`src/rtl/adat_pkg.sv`:
```
// -----------------------------------------------------------------------------
// adat_pkg
// Shared constants, state type and a small helper for the ADAT frame
// transmitter.
//   ADAT_FRAME_BITS        bits per ADAT frame on the line
//   ADAT_SYNC_ZEROS        leading zeros of the sync pattern
//   ADAT_CHANNELS          audio channels per frame
//   ADAT_SAMPLE_BITS       transmitted bits per channel sample
//   ADAT_SLOT_BITS         bits per channel slot in the channel buffer
//   ADAT_NIBBLES           nibbles per sample on the line
//   ADAT_NIBBLE_DATA_BITS  data bits per nibble (a separator 1 follows each)
// -----------------------------------------------------------------------------
package adat_pkg;

   localparam int ADAT_FRAME_BITS       = 256;
   localparam int ADAT_SYNC_ZEROS       = 10;
   localparam int ADAT_CHANNELS         = 8;
   localparam int ADAT_SAMPLE_BITS      = 24;
   localparam int ADAT_SLOT_BITS        = 32;
   localparam int ADAT_NIBBLES          = 6;
   localparam int ADAT_NIBBLE_DATA_BITS = ADAT_SAMPLE_BITS / ADAT_NIBBLES;

   typedef enum logic [1:0] {
      IDLE = 2'd0,
      SYNC = 2'd1,
      USER = 2'd2,
      DATA = 2'd3
   } adat_tx_state_t;

   // Sample bit index (MSB first) inside a channel slot from nibble/bit counters.
   function automatic logic [$clog2(ADAT_SLOT_BITS)-1:0] adat_sample_bit(
      input logic [2:0] nib,
      input logic [2:0] nbit
   );
      return {nib, 2'b00} + {2'b00, nbit};
   endfunction

endpackage

```
`src/rtl/adat_nrzi_encoder.sv`:
```
// -----------------------------------------------------------------------------
// adat_nrzi_encoder
// NRZI line coder: a logical 1 toggles the line on a bit tick, a 0 keeps it.
//   clk       system clock
//   rst       asynchronous active-high reset, line forced to 0
//   tick      one-cycle bit strobe
//   data_bit  logical bit to emit on this tick
//   line      NRZI-coded output
// -----------------------------------------------------------------------------
module adat_nrzi_encoder (
   input  logic clk,
   input  logic rst,
   input  logic tick,
   input  logic data_bit,
   output logic line
);

   always_ff @(posedge clk or posedge rst) begin
      if (rst) begin
         line <= 1'b0;
      end else if (tick && data_bit) begin
         line <= ~line;
      end
   end

endmodule

```
`src/rtl/adat_frame_transmitter.sv`:
```
// -----------------------------------------------------------------------------
// adat_frame_transmitter
// Reads 256-bit frames from the receiver's circular channel_buffer and sends
// them as an NRZI ADAT stream, staying one frame behind the writer and
// flagging underrun when the writer has not finished the next frame.
//   clk_i                  system clock
//   rst_i                  asynchronous active-high reset
//   enable_i               start / continue transmission
//   ram_data_i             channel_buffer read data, valid the cycle after the address
//   last_good_frame_idx_i  newest fully written frame slot
//   ram_read_addr_o        channel_buffer read address {frame, channel, bit}
//   adat_running_o         high while frames are being sent
//   underrun_o             one-cycle pulse at an underrun frame boundary
//   adat_o                 NRZI ADAT line
//   state_o                current transmitter state (debug observation)
// Build option: ADAT_MUTE_ON_UNDERRUN_EN -- an underrun frame carries all-zero
// sample data instead of repeating the previous frame's buffer contents.
// -----------------------------------------------------------------------------
module adat_frame_transmitter
   import adat_pkg::*;
#(
   parameter int CIRC_BUF_BITS = 3,
   parameter int BIT_CLK_DIV   = 4
) (
   input  logic                     clk_i,
   input  logic                     rst_i,
   input  logic                     enable_i,
   input  logic                     ram_data_i,
   input  logic [CIRC_BUF_BITS-1:0] last_good_frame_idx_i,
   output logic [CIRC_BUF_BITS+7:0] ram_read_addr_o,
   output logic                     adat_running_o,
   output logic                     underrun_o,
   output logic                     adat_o,
   output adat_tx_state_t           state_o
);

   localparam int DIV_W = $clog2(BIT_CLK_DIV);
`ifdef ADAT_MUTE_ON_UNDERRUN_EN
   localparam logic MUTE_EN = 1'b1;
`else
   localparam logic MUTE_EN = 1'b0;
`endif
   localparam logic [7:0] LAST_POS      = 8'(ADAT_FRAME_BITS - 1);
   localparam logic [7:0] SYNC_ONE_POS  = 8'(ADAT_SYNC_ZEROS);
   localparam logic [7:0] USER_LAST_POS = 8'(ADAT_SYNC_ZEROS + 5);
   localparam logic [2:0] SEP_NBIT      = 3'(ADAT_NIBBLE_DATA_BITS);
   localparam logic [2:0] LAST_NIB      = 3'(ADAT_NIBBLES - 1);
   localparam logic [2:0] LAST_CH       = 3'(ADAT_CHANNELS - 1);

   adat_tx_state_t           state, state_n;
   logic [DIV_W-1:0]         div_cnt;
   logic                     tick;
   logic [7:0]               pos;
   logic [2:0]               ch, nib, nbit;
   logic [2:0]               ch_n, nib_n, nbit_n;
   logic [CIRC_BUF_BITS-1:0] rd_frame, lg_q;
   logic                     lg_valid, lg_changed, start_pend;
   logic                     next_bit_r, fetch, fetch_q, mute_r, cur_bit;
   logic [CIRC_BUF_BITS+7:0] fetch_addr;

   assign tick           = (div_cnt == DIV_W'(BIT_CLK_DIV - 1));
   // lg_valid keeps the first sample after reset from looking like a change.
   assign lg_changed     = lg_valid && (last_good_frame_idx_i != lg_q);
   assign adat_running_o = (state != IDLE);
   assign state_o        = state;

   always_ff @(posedge clk_i or posedge rst_i) begin
      if (rst_i) state <= IDLE;
      else       state <= state_n;
   end

   always_comb begin
      state_n = state;
      case (state)
         IDLE:    if (tick && start_pend)       state_n = SYNC;
         SYNC:    if (tick && pos == SYNC_ONE_POS)  state_n = USER;
         USER:    if (tick && pos == USER_LAST_POS) state_n = DATA;
         DATA:    if (tick && pos == LAST_POS)  state_n = enable_i ? SYNC : IDLE;
         default: state_n = IDLE;
      endcase
   end

   // Counters for the bit after the current one; they wrap to channel 0 at
   // the end of the frame, ready for the next frame's first sample bit.
   always_comb begin
      nbit_n = nbit + 3'd1;
      nib_n  = nib;
      ch_n   = ch;
      if (nbit == SEP_NBIT) begin
         nbit_n = '0;
         if (nib == LAST_NIB) begin
            nib_n = '0;
            ch_n  = (ch == LAST_CH) ? '0 : ch + 3'd1;
         end else begin
            nib_n = nib + 3'd1;
         end
      end
   end

   always_comb begin
      cur_bit = 1'b0;
      case (state)
         SYNC:    cur_bit = (pos == SYNC_ONE_POS);
         USER:    cur_bit = (pos == USER_LAST_POS);
         DATA:    cur_bit = (nbit == SEP_NBIT) | (next_bit_r & ~mute_r);
         default: cur_bit = 1'b0;
      endcase
   end

   // Address of the next bit, issued one bit period ahead so the registered
   // read data is in next_bit_r by the following tick.
   always_comb begin
      fetch      = 1'b0;
      fetch_addr = {rd_frame, 8'd0};
      if (!mute_r) begin
         if (state == USER && pos == USER_LAST_POS) begin
            fetch = 1'b1;
         end else if (state == DATA && pos != LAST_POS && nbit_n != SEP_NBIT) begin
            fetch      = 1'b1;
            fetch_addr = {rd_frame, ch_n, adat_sample_bit(nib_n, nbit_n)};
         end
      end
   end

   always_ff @(posedge clk_i or posedge rst_i) begin
      if (rst_i) begin
         div_cnt         <= '0;
         pos             <= '0;
         ch              <= '0;
         nib             <= '0;
         nbit            <= '0;
         rd_frame        <= '0;
         lg_q            <= '0;
         lg_valid        <= 1'b0;
         start_pend      <= 1'b0;
         next_bit_r      <= 1'b0;
         fetch_q         <= 1'b0;
         mute_r          <= 1'b0;
         underrun_o      <= 1'b0;
         ram_read_addr_o <= '0;
      end else begin
         div_cnt    <= tick ? '0 : div_cnt + DIV_W'(1);
         lg_q       <= last_good_frame_idx_i;
         lg_valid   <= 1'b1;
         fetch_q    <= tick & fetch;
         underrun_o <= 1'b0;
         if (fetch_q) next_bit_r <= ram_data_i;

         if (state == IDLE) begin
            pos    <= '0;
            ch     <= '0;
            nib    <= '0;
            nbit   <= '0;
            mute_r <= 1'b0;
            if (enable_i && lg_changed) rd_frame <= last_good_frame_idx_i;
            if (tick && start_pend)          start_pend <= 1'b0;
            else if (enable_i && lg_changed) start_pend <= 1'b1;
         end else if (tick) begin
            pos <= pos + 8'd1;
            if (state == DATA) begin
               ch   <= ch_n;
               nib  <= nib_n;
               nbit <= nbit_n;
            end
            if (fetch) ram_read_addr_o <= fetch_addr;
            // Live last_good is compared so a same-cycle update counts.
            if (pos == LAST_POS && enable_i) begin
               if (rd_frame == last_good_frame_idx_i) begin
                  underrun_o <= 1'b1;
                  mute_r     <= MUTE_EN;
               end else begin
                  rd_frame   <= rd_frame + CIRC_BUF_BITS'(1);
                  mute_r     <= 1'b0;
               end
            end
         end
      end
   end

   adat_nrzi_encoder u_nrzi (
      .clk      (clk_i),
      .rst      (rst_i),
      .tick     (tick && (state != IDLE)),
      .data_bit (cur_bit),
      .line     (adat_o)
   );

endmodule

```
`config.mk`:
```
export PLATFORM = sky130hd
export DESIGN_NAME = adat_frame_transmitter
export DESIGN_NICKNAME = d
export VERILOG_FILES = /design/src/rtl/adat_pkg.sv /design/src/rtl/adat_nrzi_encoder.sv /design/src/rtl/adat_frame_transmitter.sv
export SDC_FILE = /design/constraint.sdc
export NUM_CORES = 1
export LEC_CHECK = 0
export ABC_AREA = 0
export CORE_AREA = 2 2 101 103
export DETAILED_ROUTE_END_ITERATION = 12
export DIE_AREA = 0 0 103 105
export SETUP_SLACK_MARGIN = 0.2
export SLEW_MARGIN = 10
export SYNTH_ARGS = -nofsm -noshare
export SYNTH_HDL_FRONTEND = slang
export SYNTH_SLANG_ARGS = --single-unit
```
`constraint.sdc`:
```
create_clock -name clk_i -period 1.8 [get_ports clk_i]
set_input_delay 0.54 -clock clk_i [delete_from_list [all_inputs] [get_ports clk_i]]
set_output_delay 0.54 -clock clk_i [all_outputs]
set_load 0.02 [all_outputs]
```
# Yosys cells after proc, flatten, opt, wreduce, memory -nomap -nowiden
# Index checks and enable logic that the tools add are counted.
# op_classes
add_sub_neg	7
n_reduce_logical	24
n_eq_ne	20
bitwise	6
muxes	45
# ops
cell	count
2-to-1 mux 3 bit	20
2-to-1 mux 8 bit	5
== test 8 x 4 -> 1 bit, second input constant	2
2-to-1 mux 1 bit	13
adder 3 x 1 -> 3 bit, second input constant	4
logical AND 1 bit	12
2-to-1 mux 2 bit	5
nonzero test 2 bit	5
== test 3 bit, second input constant	3
adder 8 x 1 -> 8 bit, second input constant	1
== test 8 bit, second input constant	1
inequality test 2 bit, second input constant	4
inequality test 8 bit, second input constant	1
case mux 2 bit (4 select lines)	1
AND reduction 4 bit	2
== test 2 bit, second input constant	3
AND reduction 2 bit	3
adder 5 x 3 -> 5 bit	1
inequality test 2 x 1 -> 1 bit, second input constant	2
== test 3 bit	1
inequality test 3 bit	1
inequality test 3 bit, second input constant	1
inverter 1 bit	3
case mux 1 bit (3 select lines)	1
6 further kinds	7
# totals
reg_bits	45
elab_cells	118

# Longest topological paths before layout
# Gate-level depths: netlist (run 1).
# depth
depth_word	8
ltp_mapped	9
depth_no_buf	9

# By module
# From an unflattened synthesis (run 1), not the netlist that was laid out.
# hier_totals
hier_cells	217
hier_area_um2	2303.5
# modules_own_cells
module	area_each_um2	cells_per_inst	n_inst
adat_frame_transmitter	2262.2	213	1
adat_nrzi_encoder	41.3	4	1

# Least setup slack after synthesis (run 1)
# Ideal clock, no wire load.
# synth_path
kind	flip-flop to flip-flop
from	reg state[0], in the netlist state_o[0]
to	reg ram_read_addr_o[1]
arrival_ps	1918
n_path_buf	1
required_time_ps	1732
synth_period_minus_slack_ps	1986
path_stages_with_launch	8
path_slack_ps	-186
cell_sequence	dfrtp_1 inv_1 ha_1 clkbuf_1 inv_1 nand2_1 nor3b_2 a32o_1
# synth_between
elab_chain_cells	7
elab_cells_between_ends	14
cone_classes	eq/ne (2); mux (6); bitwise (1); reduce/logical (5)
# synth_lines
element	line	source
start, declared	adat_frame_transmitter.sv:50	adat_tx_state_t state, state_n;
start signal, assigned	adat_frame_transmitter.sv:69	else state <= state_n;
== test 2 bit	adat_frame_transmitter.sv:118	end else if (state == DATA && pos != LAST_POS && nbit_n != SEP_NBIT) begin
logical AND 1 bit (2 in series)	adat_frame_transmitter.sv:118	
2-to-1 mux 1 bit	adat_frame_transmitter.sv:118	
2-to-1 mux 1 bit	adat_frame_transmitter.sv:116	if (state == USER && pos == USER_LAST_POS) begin
2-to-1 mux 1 bit	adat_frame_transmitter.sv:115	if (!mute_r) begin
AND reduction 3 bit (no line)	n/a	
end signal, assigned	adat_frame_transmitter.sv:165	if (fetch) ram_read_addr_o <= fetch_addr;
end, declared	adat_frame_transmitter.sv:30	output logic [CIRC_BUF_BITS+7:0] ram_read_addr_o,
# Several ways; a longest one is shown, not always the timed one.
# A chain may end at the register's enable or synchronous reset.

# Final worst setup path (run 1)
# layout_path
from	reg nbit[0]
to	reg ram_read_addr_o[10]
# layout_between
elab_chain_cells	8
elab_cells_between_ends	9
cone_classes	add/sub (1); eq/ne (2); mux (4); reduce/logical (2)
# layout_lines
element	line	source
start, declared	adat_frame_transmitter.sv:54	logic [2:0] ch, nib, nbit;
start signal, assigned	adat_frame_transmitter.sv:163	nbit <= nbit_n;
adder 3 x 1 -> 3 bit or == test 3 bit (tied branches)	adat_frame_transmitter.sv:86, adat_frame_transmitter.sv:89	
2-to-1 mux 3 bit *	adat_frame_transmitter.sv:89	if (nbit == SEP_NBIT) begin
inequality test 3 bit *	adat_frame_transmitter.sv:118	
logical AND 1 bit *	adat_frame_transmitter.sv:118	
2-to-1 mux 1 bit *	adat_frame_transmitter.sv:118	
2-to-1 mux 1 bit *	adat_frame_transmitter.sv:116	
2-to-1 mux 1 bit *	adat_frame_transmitter.sv:115	
AND reduction 3 bit (no line) *	n/a	
# Mark *: on every way between the ends. The rest lies on a longest branch, timed or not.

==> flow_summary.ini, run 1 <==
[grt]
grt_pass1_wl_um = 9140
gr-usage-all-layers_pct = 10.6
antenna_found_initial = 0
overflow = 0
grt_max_degree = 45
grt_pass1_vias = 1950

[clocking]
cts_tree = yes
cts_made_buffers = 5
clk_pin_slew_ns = 0.09
clock-sinks = 44
clk_latency_ns = 0.30
clk_path_buf_depth = 2
cts.hold.buffers_added = 0
clock-root-buffer = clkbuf_8
htreeDepth = 2

[die]
ios = 23
die_w_um = 103
chipHeight_um = 105
core_mm2 = 0.00964
start_util_pct = 23.9
fp.dieArea_mm2 = 0.0108
rows = 36

[sta]
rsz0062_at_grt = true
setup_slack_ns = -0.0994
fmax_mhz = 526
skew_ns = 0.00642
tns_ns = -0.692
finalCritPeriodShare_pct = 106
finalHoldViolations = 0
setup_viol = 11
report.final.slew_viol_count = 0
fin_crit_ns = 1.90

[setup_path]
r2r.worst_path.cells = 7
worstPathRequired_ns = 1.99
cp_cell_sequence = inv_2 -> ha_4 -> nor2_1 -> mux2i_1 -> o311a_1 -> o21ai_4 -> mux2_4
path_class = reg2reg
cp-startpoint = nbit[0]
crit_slowest_cell = dfrtp_1
regToRegSetupSlack_ns = -0.1
arrival_ns = 2.09
critPathMaxStageDelay_ns = 0.40
reg2reg_to = ram_read_addr_o[10]
critPathCaptureType = flip-flop
critPathMaxFanout = 4
r2r_start = nbit[0]
start_kind = flip-flop

[route]
wl_per_cell_um = 13.4
drc = 0
vias_per_cell = 4.53
dr.pass1.iters = 4
ant_nets = 0
vias = 1889
initialDrtViolationCount = 95
wl_um = 5570

[status]
status = finished, violations left
violations = setup timing

[place]
place_congestion = 0.788
place_area_mm2 = 0.00299
detailedPlacementHpwl_um = 3800
io_buffers = 22

[yosys]
yosysTopAreaCell = dfrtp_1
synth.most_common_cell = dfrtp_1
synth-seq-cells = 44
synth_seq_area_share_pct = 47.9
synthArstFlopShare_pct = 100
synth_top_area_share_pct = 47.9
synth_edf_count = 0
synth.area.top_cells = dfrtp_1 48%, ha_1 7.6%, a22o_2 3.0%
yosysWarningCount = 0
synthTopCellsByCount = 44 x dfrtp_1, 16 x nand2_1, 15 x nor2_1, 14 x ha_1, 13 x o21ai_0
netlist_area_mm2 = 0.00230
synth_cell_types = 48
syn_inst = 216
syn_avg_cell_area_um2 = 10.6
synth.net_count = 237
synth_ff_type = dfrtp_1

[final_layout]
area_growth_pct = 48.5
final_area_mm2 = 0.00341
layout-drive-gt1-share_pct = 41.5
antenna_cells = 0
final_nets = 304

[power_and_ir_drop]
powerDensity_mw_per_mm2 = 501
ir_drop_mv = 0.362
p_leak_nw = 1.54

[hold_path]
min_from = u_nrzi.line
min_to = u_nrzi.line
hp-class = reg2reg
min_delay_path_depth = 1

[job]
drv_cap = 0
## timing repair
action,CTS,global route
endpoints found under the setup margin,42,29
resized for setup,55,49
pin swaps,7,16
gates cloned,0,0
setup buffers,5,5
## worst max-delay path, delay by kind of cell (launching register included)
| family | cells | cell delay, ns |
|---|---|---|
| flip-flops | 1 | 0.40 |
| adder cells (fa/ha/maj) | 1 | 0.16 |
| AO/OA/AOI/OAI | 2 | 0.64 |
| multiplexers | 2 | 0.43 |
| buffers and inverters | 1 | 0.07 |
| AND/OR/NAND/NOR | 1 | 0.09 |
## final cells by class
cell class	count	area [um^2]
Fill cell	977	6220
Sequential cell	44	1100
Inverter	9	43.8
Clock inverter	2	10.0
Tap cell	133	166
Multi-Input combinational cell	156	1420
Clock buffer	6	82.6
Timing Repair Buffer	67	591
## worst max path at each step
| stage | endpoint |
|---|---|
| floorplan | ram_read_addr_o[10] |
| global placement | rd_frame[1] |
| detailed placement | rd_frame[1] |
| CTS | ram_read_addr_o[9] |
| global route | ram_read_addr_o[9] |
| finish | ram_read_addr_o[10] |
## stage by stage
step                cells  util, %  power [mW]  setup WS, ns  hold slack, ns
finish                417     35.4        1.71       -0.0994           0.474
CTS                   412     33.2        1.73       -0.0707           0.485
global route          417     35.4        1.78        -0.148           0.503
detailed placement    399     31.0        1.07        -0.305           0.431
global placement      399     31.0        1.07        -0.208           0.414
floorplan             216        -        1.04       -0.0329           0.403
## registers in the layout, indices dropped and copies added (netlist names)
register and cells:
ch 3, div_cnt 2, fetch_q 1, lg_q 3
lg_valid 1, nbit 3, next_bit_r 1, nib 3
pos 8, ram_read_addr_o 11, rd_frame 3, start_pend 1
state_o 2, u_nrzi.line 1, underrun_o 1
## power breakdown
part	switching [mW]	total, mW	internal [mW]
sequential	0.00252	0.994	0.992
combinational	0.0386	0.0637	0.0252
clock	0.347	0.654	0.307
total	0.388	1.71	1.32
## layer usage
layer	vias up	share of wire [%]	global-route usage [%]
met5	-	0	0
li1	921	-	-
met2	31	50	17.4
met1	933	46	13.6
met4	0	1.4	4.98
met3	4	2.4	1.14
## cell families after synthesis
family | Yosys count | synth area share (%)
simple gates | 63 | 14.3
compound gates | 57 | 18.0
flops | 44 | 47.9
buf+inv | 16 | 2.99
fa+ha+maj | 14 | 7.62
xor+xnor | 13 | 4.95
mux | 8 | 4.19
other cells | 1 | 0.163
## cell usage in the layout (no fill, tap or decap), types with 3 or more instances in the layout
| cell | n |
|---|---|
| o41ai_2 | 3 |
| xor2_1 | 7 |
| dlygate4sd2_1 | 16 |
| a21oi_1 | 4 |
| inv_2 | 3 |
| nand2_2 | 3 |
| o21ai_0 | 8 |
| buf_4 | 35 |
| nor3_1 | 4 |
| nand3_1 | 4 |
| clkbuf_8 | 6 |
| a22o_1 | 5 |
| mux2_2 | 4 |
| nor2_1 | 12 |
| o21ai_1 | 3 |
| nand4_1 | 4 |
| xnor2_1 | 6 |
| ha_4 | 6 |
| buf_6 | 10 |
| a22o_4 | 6 |
| dfrtp_1 | 42 |
| mux2_4 | 3 |
| a21oi_2 | 4 |
| nand2_1 | 13 |
| inv_4 | 4 |
| ha_1 | 6 |
| a21o_1 | 3 |
(Power assumes the default switching activity.)
==> inputs of run 2 (changes only) <==
- clock period: 1.8 -> 2 ns (I/O delays scaled with it)
==> run 2 against run 1 <==
  * The run now ends clean
  * Die area stayed put
  * Register-to-register slack better by 0.23 ns
  * Setup slack better by 0.23 ns
  * Core utilization is 2.1 points lower
  * Via count is 4.1% lower
  * Hold slack worse by 0.023 ns
  * Clock power is 9.9% higher
  * Clock skew is 0.0079 ns higher
  * Sequential cell count stayed put
  * Combinational power is 14% lower
  * Global-route usage is 0.28 points lower
  * Sequential share of layout area is 1.9 points higher
  * Highest routed layer unchanged
==> flow_summary.ini, run 2 (synthesized netlist as in run 1, its figures left out) <==
[power_and_ir_drop]
p_leak_nw = 1.51
p_int_mw = 1.29
ir_drop_mv = 0.354
comb_power_share_pct = 3.3
seqPwrFrac_pct = 53.6
swShare_pct = 22.5
powerDensity_mw_per_mm2 = 519
clkPwrFrac_pct = 43.1
total_power_mw = 1.67
switchingPower_mw = 0.375

[sta]
setup_slack_ns = 0.126
finalHoldViolations = 0
report.final.slew_viol_count = 0
fin_crit_ns = 1.87
fmax_mhz = 534
setup_viol = 0
tns_ns = 0
rsz0062_at_grt = true
finalCritPeriodShare_pct = 93.7
whs_ns = 0.450
skew_ns = 0.0144

[die]
start_util_pct = 23.9
core_mm2 = 0.00964
fp.dieArea_mm2 = 0.0108
die_w_um = 103
rows = 36
ios = 23
chipHeight_um = 105

[setup_path]
critPathBufInv = 0
start_kind = flip-flop
cp-startpoint = nbit[1]
critPathMaxFanout = 4
r2r_start = nbit[1]
critPathMaxStageDelay_ns = 0.42
arrival_ns = 2.07
cp_cell_sequence = ha_2 -> nor2_4 -> mux2i_4 -> o311a_4 -> o21ai_4 -> mux2_4
worstPathRequired_ns = 2.19
path_class = reg2reg
crit_slowest_cell = dfrtp_1
critPathCaptureType = flip-flop
crit_family = compound AO/OA/AOI/OAI gates

[place]
place_congestion = 0.786
io_buffers = 22
place_area_mm2 = 0.00283
detailedPlacementHpwl_um = 3600
place_ws_ns = -0.174
dp.cells = 385

[hold_path]
hp-class = reg2reg
min_from = div_cnt[0]

[final_layout]
utilization_pct = 33.4
largest_reg_flops = 11
reg.largest.list = ram_read_addr_o (11), pos (8)
layout-drive-gt1-share_pct = 32.5
antenna_cells = 0
fin_cells = 404
final_nets = 291
area_growth_pct = 39.8
final_area_mm2 = 0.00322
mostFrequentLayoutCell = dfrtp_1
top_register = ram_read_addr_o
layout_common_cells = 44 x dfrtp_1, 28 x buf_4, 14 x nand2_1, 14 x dlygate4sd2_1, 13 x nor2_1
fill_cells = 1006

[route]
wl_per_cell_um = 13.1
wl_um = 5310
vias_per_cell = 4.49
dr.pass1.iters = 4
ant_nets = 0
drc = 0
initialDrtViolationCount = 77
vias = 1812

[clocking]
clock-root-buffer = clkbuf_8
cts_tree = yes
clk_path_buf_depth = 2
cts.hold.buffers_added = 0
htreeDepth = 2
cts_made_buffers = 5
clock-sinks = 44
clk_pin_slew_ns = 0.10
clk_latency_ns = 0.31

[grt]
grt_pass1_vias = 1790
grt_max_degree = 45
overflow = 0
antenna_found_initial = 0
gr-usage-all-layers_pct = 10.3
grt_pass1_wl_um = 8770

[status]
status = complete, no violations

[job]
drv_cap = 0
## run 2: cell types whose count changed in the layout (fill, tap and decap cells not counted), moves of 3 or more
cell     previous run  this run
nand3_1             4         7
buf_6              10         3
ha_4                6         2
o21ai_0             8        11
a21oi_1             4         8
a21oi_2             4         0
buf_4              35        28
inv_4               4         0
## run 2: area by class of cell
| type | count | area (um^2) | area share [%] |
|---|---|---|---|
| repair buffers | 54 | 472 | 14.7 |
| clock buffers | 5 | 68.8 | 2.14 |
| clock inverters | 3 | 46.3 | 1.44 |
| multi-input cells | 156 | 1330 | 41.3 |
| flip-flops and latches | 44 | 1100 | 34.2 |
| well taps | 133 | 166 | 5.18 |
| inverters | 9 | 33.8 | 1.05 |
## run 2: what timing repair did
| action | in CTS | in global routing |
|---|---|---|
| setup buffers | 4 | 7 |
| resized for setup | 38 | 34 |
| pin swaps | 12 | 7 |
| setup endpoints to repair | 31 | 23 |
## run 2: path summary, 6_finish.rpt
path,to,cells after the start,slack (ns)
worst min register to register,div_cnt[0],1,0.45
worst max register to register,ram_read_addr_o[8],6,0.13
worst max-delay path,ram_read_addr_o[8],6,0.13
worst min-delay path,div_cnt[0],1,0.45
max in group asynchronous,pos[2],3,1.15
min in group asynchronous,ram_read_addr_o[3],3,0.61
## run 2: metal layers
metal / wire length [um] / vias to the layer above / track usage (%) / part of all wire [%]
met5: 0 / - / 0 / 0
met4: 101 / 0 / 4.23 / 1.9
met3: 126 / 6 / 1.81 / 2.4
met2: 2530 / 25 / 15.4 / 48
met1: 2550 / 892 / 14.5 / 48
li1: - / 889 / - / -
## run 2: power by group through the flow
stage	Clock, mW	Sequential (mW)	Combinational, mW
floorplan	0	0.912	0.0227
global route	0.782	0.896	0.0619
finish	0.719	0.895	0.0548
detailed placement	0	0.912	0.0564
global placement	0	0.912	0.0553
CTS	0.740	0.895	0.0558
